$ cat src/rtl/baby_store_render_pkg.sv
// Shared types and constants for the Baby store display renderer.
package baby_pkg;

  typedef enum logic {
    WAIT_SOF = 1'b0,
    RUN      = 1'b1
  } state_t;

  localparam int STORE_WORDS = 32;
  localparam int WORD_BITS   = 32;

  localparam logic [3:0] COL_OFF  = 4'h0;
  localparam logic [3:0] COL_DIM  = 4'h3;
  localparam logic [3:0] COL_FULL = 4'hF;

  typedef struct packed {
    logic [3:0] r;
    logic [3:0] g;
    logic [3:0] b;
  } rgb_t;

endpackage

$ cat src/rtl/baby_store_render_if.sv
// Video timing, store read port and colour output bundle for the renderer.
interface baby_store_render_if;

  logic [10:0] x;
  logic [10:0] y;
  logic        can_draw;
  logic        start_of_frame;
  logic        hsync_in;
  logic        vsync_in;
  logic [4:0]  action_line;
  logic [4:0]  mem_addr;
  logic [31:0] mem_data;
  logic [3:0]  red;
  logic [3:0]  green;
  logic [3:0]  blue;
  logic        hsync;
  logic        vsync;

  modport master (
    output x, y, can_draw, start_of_frame, hsync_in, vsync_in, action_line, mem_data,
    input  mem_addr, red, green, blue, hsync, vsync
  );

  modport slave (
    input  x, y, can_draw, start_of_frame, hsync_in, vsync_in, action_line, mem_data,
    output mem_addr, red, green, blue, hsync, vsync
  );

endinterface

$ cat src/rtl/baby_store_render_cell_shader.sv
// Maps one store bit and its in-cell offset to a pixel colour (dot, gap or marker).
module baby_cell_shader
  import baby_pkg::*;
#(
  parameter int CELL_LOG2 = 4
) (
  input  logic                 i_bit,
  input  logic                 i_in_grid,
  input  logic                 i_marker,
  input  logic [CELL_LOG2-1:0] i_xo,
  input  logic [CELL_LOG2-1:0] i_yo,
  output rgb_t                 o_rgb
);

  localparam logic [CELL_LOG2-1:0] DOT_LO = CELL_LOG2'(2);
  localparam logic [CELL_LOG2-1:0] DOT_HI = CELL_LOG2'((1 << CELL_LOG2) - 3);

  logic w_x_dot;
  logic w_y_dot;

  assign w_x_dot = (i_xo >= DOT_LO) && (i_xo <= DOT_HI);
  assign w_y_dot = (i_yo >= DOT_LO) && (i_yo <= DOT_HI);

  always_comb begin
    o_rgb = '0;
    if (i_marker && w_y_dot) begin
      o_rgb.r = COL_FULL;
    end else if (i_in_grid && w_x_dot && w_y_dot) begin
      o_rgb.g = i_bit ? COL_FULL : COL_DIM;
    end
  end

endmodule

$ cat src/rtl/baby_store_render.sv
// Three-stage pixel pipeline rendering the Baby store as a grid of bit-cells,
// with a red marker left of the row being executed.
module baby_store_render
  import baby_pkg::*;
#(
  parameter int ORIGIN_X  = 144,
  parameter int ORIGIN_Y  = 44,
  parameter int CELL_LOG2 = 4
) (
  input  logic               clk,
  input  logic               rst_n,
  baby_store_render_if.slave bus
);

  localparam int CELL = 1 << CELL_LOG2;
  localparam int GW   = CELL_LOG2 + 5;

  localparam logic [10:0] X_LO = 11'(ORIGIN_X);
  localparam logic [10:0] X_HI = 11'(ORIGIN_X + WORD_BITS * CELL);
  localparam logic [10:0] Y_LO = 11'(ORIGIN_Y);
  localparam logic [10:0] Y_HI = 11'(ORIGIN_Y + STORE_WORDS * CELL);
  localparam logic [10:0] M_LO = 11'(ORIGIN_X - 2 * CELL);
  localparam logic [10:0] M_HI = 11'(ORIGIN_X - CELL);

  state_t r_state;

  logic [GW-1:0]        w_gx;
  logic [GW-1:0]        w_gy;
  logic [4:0]           w_col;
  logic [4:0]           w_row;
  logic                 w_in_x;
  logic                 w_in_y;
  logic                 w_mark_x;

  logic [4:0]           r_s1_col;
  logic [CELL_LOG2-1:0] r_s1_xo;
  logic [CELL_LOG2-1:0] r_s1_yo;
  logic                 r_s1_grid;
  logic                 r_s1_mark;
  logic                 r_s1_run;
  logic                 r_s1_hs;
  logic                 r_s1_vs;
  logic [4:0]           r_mem_addr;

  logic                 r_s2_bit;
  logic [CELL_LOG2-1:0] r_s2_xo;
  logic [CELL_LOG2-1:0] r_s2_yo;
  logic                 r_s2_grid;
  logic                 r_s2_mark;
  logic                 r_s2_run;
  logic                 r_s2_hs;
  logic                 r_s2_vs;

  rgb_t                 w_rgb;
  rgb_t                 r_rgb;
  logic                 r_hs;
  logic                 r_vs;

  assign w_gx     = GW'(bus.x - X_LO);
  assign w_gy     = GW'(bus.y - Y_LO);
  assign w_col    = w_gx[CELL_LOG2 +: 5];
  assign w_row    = w_gy[CELL_LOG2 +: 5];
  assign w_in_x   = (bus.x >= X_LO) && (bus.x < X_HI);
  assign w_in_y   = (bus.y >= Y_LO) && (bus.y < Y_HI);
  assign w_mark_x = (bus.x >= M_LO) && (bus.x < M_HI);

  always_ff @(posedge clk or negedge rst_n) begin
    if (!rst_n) begin
      r_state <= WAIT_SOF;
    end else if (r_state == WAIT_SOF && bus.start_of_frame) begin
      r_state <= RUN;
    end
  end

  // The run flag travels with each pixel, so rendering starts cleanly on the
  // pixel after start_of_frame rather than on whatever is already in flight.
  // The marker also requires y inside the grid so wrapped rows above/below it stay dark.
  always_ff @(posedge clk or negedge rst_n) begin
    if (!rst_n) begin
      r_s1_col   <= '0;
      r_s1_xo    <= '0;
      r_s1_yo    <= '0;
      r_s1_grid  <= 1'b0;
      r_s1_mark  <= 1'b0;
      r_s1_run   <= 1'b0;
      r_s1_hs    <= 1'b0;
      r_s1_vs    <= 1'b0;
      r_mem_addr <= '0;
      r_s2_bit   <= 1'b0;
      r_s2_xo    <= '0;
      r_s2_yo    <= '0;
      r_s2_grid  <= 1'b0;
      r_s2_mark  <= 1'b0;
      r_s2_run   <= 1'b0;
      r_s2_hs    <= 1'b0;
      r_s2_vs    <= 1'b0;
      r_rgb      <= '0;
      r_hs       <= 1'b0;
      r_vs       <= 1'b0;
    end else begin
      r_s1_col   <= w_col;
      r_s1_xo    <= w_gx[CELL_LOG2-1:0];
      r_s1_yo    <= w_gy[CELL_LOG2-1:0];
      r_s1_grid  <= bus.can_draw && w_in_x && w_in_y;
      r_s1_mark  <= bus.can_draw && w_in_y && w_mark_x && (w_row == bus.action_line);
      r_s1_run   <= (r_state == RUN);
      r_s1_hs    <= bus.hsync_in;
      r_s1_vs    <= bus.vsync_in;
      r_mem_addr <= w_row;

      r_s2_bit   <= bus.mem_data[r_s1_col];
      r_s2_xo    <= r_s1_xo;
      r_s2_yo    <= r_s1_yo;
      r_s2_grid  <= r_s1_grid;
      r_s2_mark  <= r_s1_mark;
      r_s2_run   <= r_s1_run;
      r_s2_hs    <= r_s1_hs;
      r_s2_vs    <= r_s1_vs;

      r_rgb      <= r_s2_run ? w_rgb : '0;
      r_hs       <= r_s2_hs;
      r_vs       <= r_s2_vs;
    end
  end

  baby_cell_shader #(
    .CELL_LOG2(CELL_LOG2)
  ) u_shader (
    .i_bit    (r_s2_bit),
    .i_in_grid(r_s2_grid),
    .i_marker (r_s2_mark),
    .i_xo     (r_s2_xo),
    .i_yo     (r_s2_yo),
    .o_rgb    (w_rgb)
  );

  assign bus.mem_addr = r_mem_addr;
  assign bus.red      = r_rgb.r;
  assign bus.green    = r_rgb.g;
  assign bus.blue     = r_rgb.b;
  assign bus.hsync    = r_hs;
  assign bus.vsync    = r_vs;

endmodule

$ cat src/flat_wrapper.sv
// flat-port wrapper written by rule: the top's interface ports become plain ports
module baby_store_render_flat import baby_pkg::*;
#(
  parameter int ORIGIN_X  = 144,
  parameter int ORIGIN_Y  = 44,
  parameter int CELL_LOG2 = 4
)
  (clk, rst_n, bus_x, bus_y, bus_can_draw, bus_start_of_frame, bus_hsync_in, bus_vsync_in, bus_action_line, bus_mem_data, bus_mem_addr, bus_red, bus_green, bus_blue, bus_hsync, bus_vsync);
  baby_store_render_if bus_i ();
  input  logic clk;
  input  logic rst_n;
  input wire logic [$bits(bus_i.x)-1:0] bus_x;
  input wire logic [$bits(bus_i.y)-1:0] bus_y;
  input wire logic [$bits(bus_i.can_draw)-1:0] bus_can_draw;
  input wire logic [$bits(bus_i.start_of_frame)-1:0] bus_start_of_frame;
  input wire logic [$bits(bus_i.hsync_in)-1:0] bus_hsync_in;
  input wire logic [$bits(bus_i.vsync_in)-1:0] bus_vsync_in;
  input wire logic [$bits(bus_i.action_line)-1:0] bus_action_line;
  input wire logic [$bits(bus_i.mem_data)-1:0] bus_mem_data;
  output wire logic [$bits(bus_i.mem_addr)-1:0] bus_mem_addr;
  output wire logic [$bits(bus_i.red)-1:0] bus_red;
  output wire logic [$bits(bus_i.green)-1:0] bus_green;
  output wire logic [$bits(bus_i.blue)-1:0] bus_blue;
  output wire logic [$bits(bus_i.hsync)-1:0] bus_hsync;
  output wire logic [$bits(bus_i.vsync)-1:0] bus_vsync;
  assign bus_i.x = bus_x;
  assign bus_i.y = bus_y;
  assign bus_i.can_draw = bus_can_draw;
  assign bus_i.start_of_frame = bus_start_of_frame;
  assign bus_i.hsync_in = bus_hsync_in;
  assign bus_i.vsync_in = bus_vsync_in;
  assign bus_i.action_line = bus_action_line;
  assign bus_i.mem_data = bus_mem_data;
  assign bus_mem_addr = bus_i.mem_addr;
  assign bus_red = bus_i.red;
  assign bus_green = bus_i.green;
  assign bus_blue = bus_i.blue;
  assign bus_hsync = bus_i.hsync;
  assign bus_vsync = bus_i.vsync;
  baby_store_render #(.ORIGIN_X(ORIGIN_X), .ORIGIN_Y(ORIGIN_Y), .CELL_LOG2(CELL_LOG2)) u_core (.clk(clk), .rst_n(rst_n), .bus(bus_i));
endmodule
$ cat config.mk
export PLATFORM = sky130hd
export DESIGN_NAME = baby_store_render_flat
export DESIGN_NICKNAME = d
export VERILOG_FILES = /design/src/rtl/baby_store_render_pkg.sv /design/src/rtl/baby_store_render_if.sv /design/src/rtl/baby_store_render_cell_shader.sv /design/src/rtl/baby_store_render.sv /design/src/flat_wrapper.sv
export SDC_FILE = /design/constraint.sdc
export NUM_CORES = 1
export LEC_CHECK = 0
export CORE_MARGIN = 5
export CORE_UTILIZATION = 41
export CTS_CLUSTER_SIZE = 16
export DETAILED_ROUTE_END_ITERATION = 8
export PLACE_DENSITY = 0.87
export REMOVE_ABC_BUFFERS = 1
export SLEW_MARGIN = 20
export SYNTH_ARGS = -nofsm -noshare
export SYNTH_HDL_FRONTEND = slang
export SYNTH_SLANG_ARGS = --single-unit
$ cat constraint.sdc
create_clock -name clk -period 2 [get_ports clk]
set_input_delay 0.6 -clock clk [delete_from_list [all_inputs] [get_ports clk]]
set_output_delay 0.6 -clock clk [all_outputs]
set_load 0.02 [all_outputs]
==> impl_metrics.env <==
export IMPL_r2r_start="u_core.r_s1_col[1]$_DFF_PN0_"
export IMPL_rows=24
export IMPL_hpwl_mm=3.59
export IMPL_io_buffers=79
export IMPL_yosysTopAreaCell="dfrtp_1"
export IMPL_vdd_drop_max_mv=0.268
export IMPL_cp_max_fo=4
export IMPL_ctsHoldBuffers=0
export IMPL_power_mw=1.84
export IMPL_rsz0062_at_grt="false"
export IMPL_grt_overflow=0
export IMPL_clock_fmax_mhz=511
export IMPL_vias=1374
export IMPL_drt_first_iter_violations=40
export IMPL_routedWlPerCell_um=14.8
export IMPL_crit_path_top_delay_cell="clkdlybuf4s50_1"
export IMPL_fp_dieW_um=77.3
export IMPL_nets=300
export IMPL_fin_cells=284
export IMPL_start_kind="input pin"
export IMPL_rr_worst_depth=4
export IMPL_synth_seq_cells=39
export IMPL_die_h_um=77.3
export IMPL_antenna_found_initial=0
export IMPL_grt_pass1_wl_mm=6.99
export IMPL_leakage_nw=1.27
export IMPL_crit_path_end_kind="flip-flop"
export IMPL_path_cells="clkdlybuf4s50_1 -> ha_2 -> o21a_1 -> xnor3_4 -> nor2_1 -> and4_1"
export IMPL_yosysTopAreaCellShare=0.526
export IMPL_n_antenna_cell=0
export IMPL_coreArea_um2=4380
export IMPL_ios=84
export IMPL_cts_root_buffer="clkbuf_8"
export IMPL_arrival_ns=2.18
export IMPL_cts_sinks=39
export IMPL_fin_setup_tns_ns=0
export IMPL_hold_viol_final=0
export IMPL_dp_cells=276
export IMPL_drv_cap=0
export IMPL_yosys_most_used_dff="dfrtp_1"
export IMPL_dp_slack_ns=-0.323
export IMPL_worstSetupPathType="in -> reg"
export IMPL_syn_cell_area_um2=1850
export IMPL_clock_path_buffers=2
export IMPL_cts_tree="built"
export IMPL_clkTransAtPathRegs_ns=0.07
export IMPL_finalSetupViolCount=0
export IMPL_cts_buffers=5
export IMPL_required_ns=2.22
export IMPL_drive_above_1_share=0.207
export IMPL_antenna_left=0
export IMPL_grt_pass1_vias=1507
export IMPL_ys_warn_count=0
export IMPL_hp_class="in -> async"
export IMPL_fin_crit_ns=1.96
export IMPL_synth_edf_count=0
export IMPL_die_area_um2=5970
export IMPL_fin_crit_sh=0.979
export IMPL_initial_core_util=0.423
export IMPL_outcome="finished, final reports clean"
export IMPL_grt_usage=0.146
export IMPL_drt_vias_per_instance=4.84
export IMPL_clock_latency_ns=0.28
export IMPL_finClkSkew_ns=0.00215
export IMPL_first_pass_iters=6
export IMPL_grt_start_max_net_pins=22
export IMPL_fin_ws_ns=0.0416
export IMPL_synth_area_top_cells="dfrtp_1 (53%), mux4_1 (7.1%), mux4_2 (4.9%)"
export IMPL_synth_avg_cell_area_um2=13.8
export IMPL_gp_congestion=0.777
export IMPL_slowest_delay_ns=0.50
export IMPL_async_flop_share=1.00
export IMPL_area_growth_pct=58.0
export IMPL_final_max_slew_violation_count=0
export IMPL_synthDistinctLibCells=44
export IMPL_drc=0
export IMPL_crit_start="bus_y[3]"
export IMPL_drt_total_wl_mm=4.21
export IMPL_syn_inst=134
export IMPL_power_density_nw_per_um2=628
export IMPL_final_core_util=0.668
export IMPL_yosysSeqAreaShare=0.526
export IMPL_htree_num_levels=2
flip-flops by register name, indices dropped and copies added (netlist names), 2 cells and up:
name,cells
u_core.bus.mem_addr,5
u_core.r_s1_col,5
u_core.r_s1_xo,3
u_core.r_s1_yo,3
u_core.r_s2_xo,3
u_core.r_s2_yo,3
u_core.bus.green,2
final timing paths:
| kind | end | slack, ns |
|---|---|---|
| worst max-delay path | u_core.r_s1_mark$_DFF_PN0_ | 0.04 |
| worst min register to register | u_core.r_s2_xo[2]$_DFF_PN0_ | 0.35 |
| worst max register to register | u_core.r_s2_bit$_DFF_PN0_ | 0.21 |
| max in group asynchronous | u_core.r_s2_vs$_DFF_PN0_ | 1.31 |
| min in group clk | u_core.r_s2_xo[2]$_DFF_PN0_ | 0.35 |
| worst min-delay path | u_core.bus.green[2]$_DFF_PN0_ | 0.25 |
cells in the final DEF, fill, tap and decap left out, types with 3 or more instances in the layout:
master	synthesis	routed
ha_1	4	3
nor2_1	5	5
inv_1	8	8
mux4_1	5	5
buf_4	11	21
dfrtp_1	39	39
xnor2_1	5	5
xor2_1	4	4
nand3_1	3	3
conb_1	1	4
o21ai_0	4	4
mux4_2	4	4
mux2i_1	4	4
clkdlybuf4s50_1	0	78
clkbuf_8	0	7
what timing repair did:
action | CTS | global route
endpoints found under the setup margin | 2 | 2
gates cloned | 0 | 0
setup buffers | 0 | 0
gates resized for setup | 2 | 4
metrics by stage:
step                      hold slack (ns)  instance area, um^2
after floorplan                     0.304                 1770
after global placement              0.331                 2800
after detailed placement            0.335                 2800
after CTS                           0.253                 2910
after global routing                0.279                 2930
final                               0.247                 2930
kinds of logic after synthesis:
kind of cell | Yosys count | share of synthesized area
AOI/OAI and AO/OA | 17 | 0.0695
xor gates and xnor gates | 12 | 0.0816
adders and majority gates | 4 | 0.0270
buffers and inverters | 22 | 0.0681
DFF | 39 | 0.526
muxes | 13 | 0.141
other | 1 | 0.00202
and+or+nand+nor | 26 | 0.0844
layout make-up:
type	instances	area, um^2
clock buffers	7	96.3
clock inverters	1	7.51
fillers	323	1460
inverters	8	30.0
multi-input cells	76	791
flip-flops and latches	39	976
well taps	52	65.1
repair buffers	101	963
routing by layer:
layer,vias to the layer above,share of wire,GRT usage
met4,0,0.016,0.0430
met1,661,0.37,0.164
met3,6,0.061,0.0468
met5,-,0,0
met2,43,0.56,0.263
li1,664,-,-
worst max-delay path, delay by kind of cell:
family / cells / cell delay (ns)
AO/OA/AOI/OAI: 1 / 0.20
XOR/XNOR: 1 / 0.34
adder cells (fa/ha/maj): 1 / 0.24
buffers and inverters: 1 / 0.50
AND/OR/NAND/NOR: 2 / 0.30
synth_stat cells, types with 2 or more instances:
cell type	n
dfrtp_1	39
buf_4	11
inv_1	8
mux4_1	5
nor2_1	5
xnor2_1	5
ha_1	4
mux2i_1	4
mux4_2	4
o21ai_0	4
xor2_1	4
nand3_1	3
a21oi_1	2
and2_1	2
nor2b_1	2
nor3_1	2
nor4b_1	2
or3_1	2
power breakdown:
| group | internal [mW] | leakage, nW | switching (mW) | total (mW) |
|---|---|---|---|---|
| logic | 0.263 | 0.763 | 0.138 | 0.401 |
| registers | 0.835 | 0.462 | 0.0294 | 0.865 |
| clock network | 0.313 | 0.0505 | 0.258 | 0.572 |
| total | 1.41 | 1.27 | 0.426 | 1.84 |
Note: power is estimated with default switching activity, not from simulation.
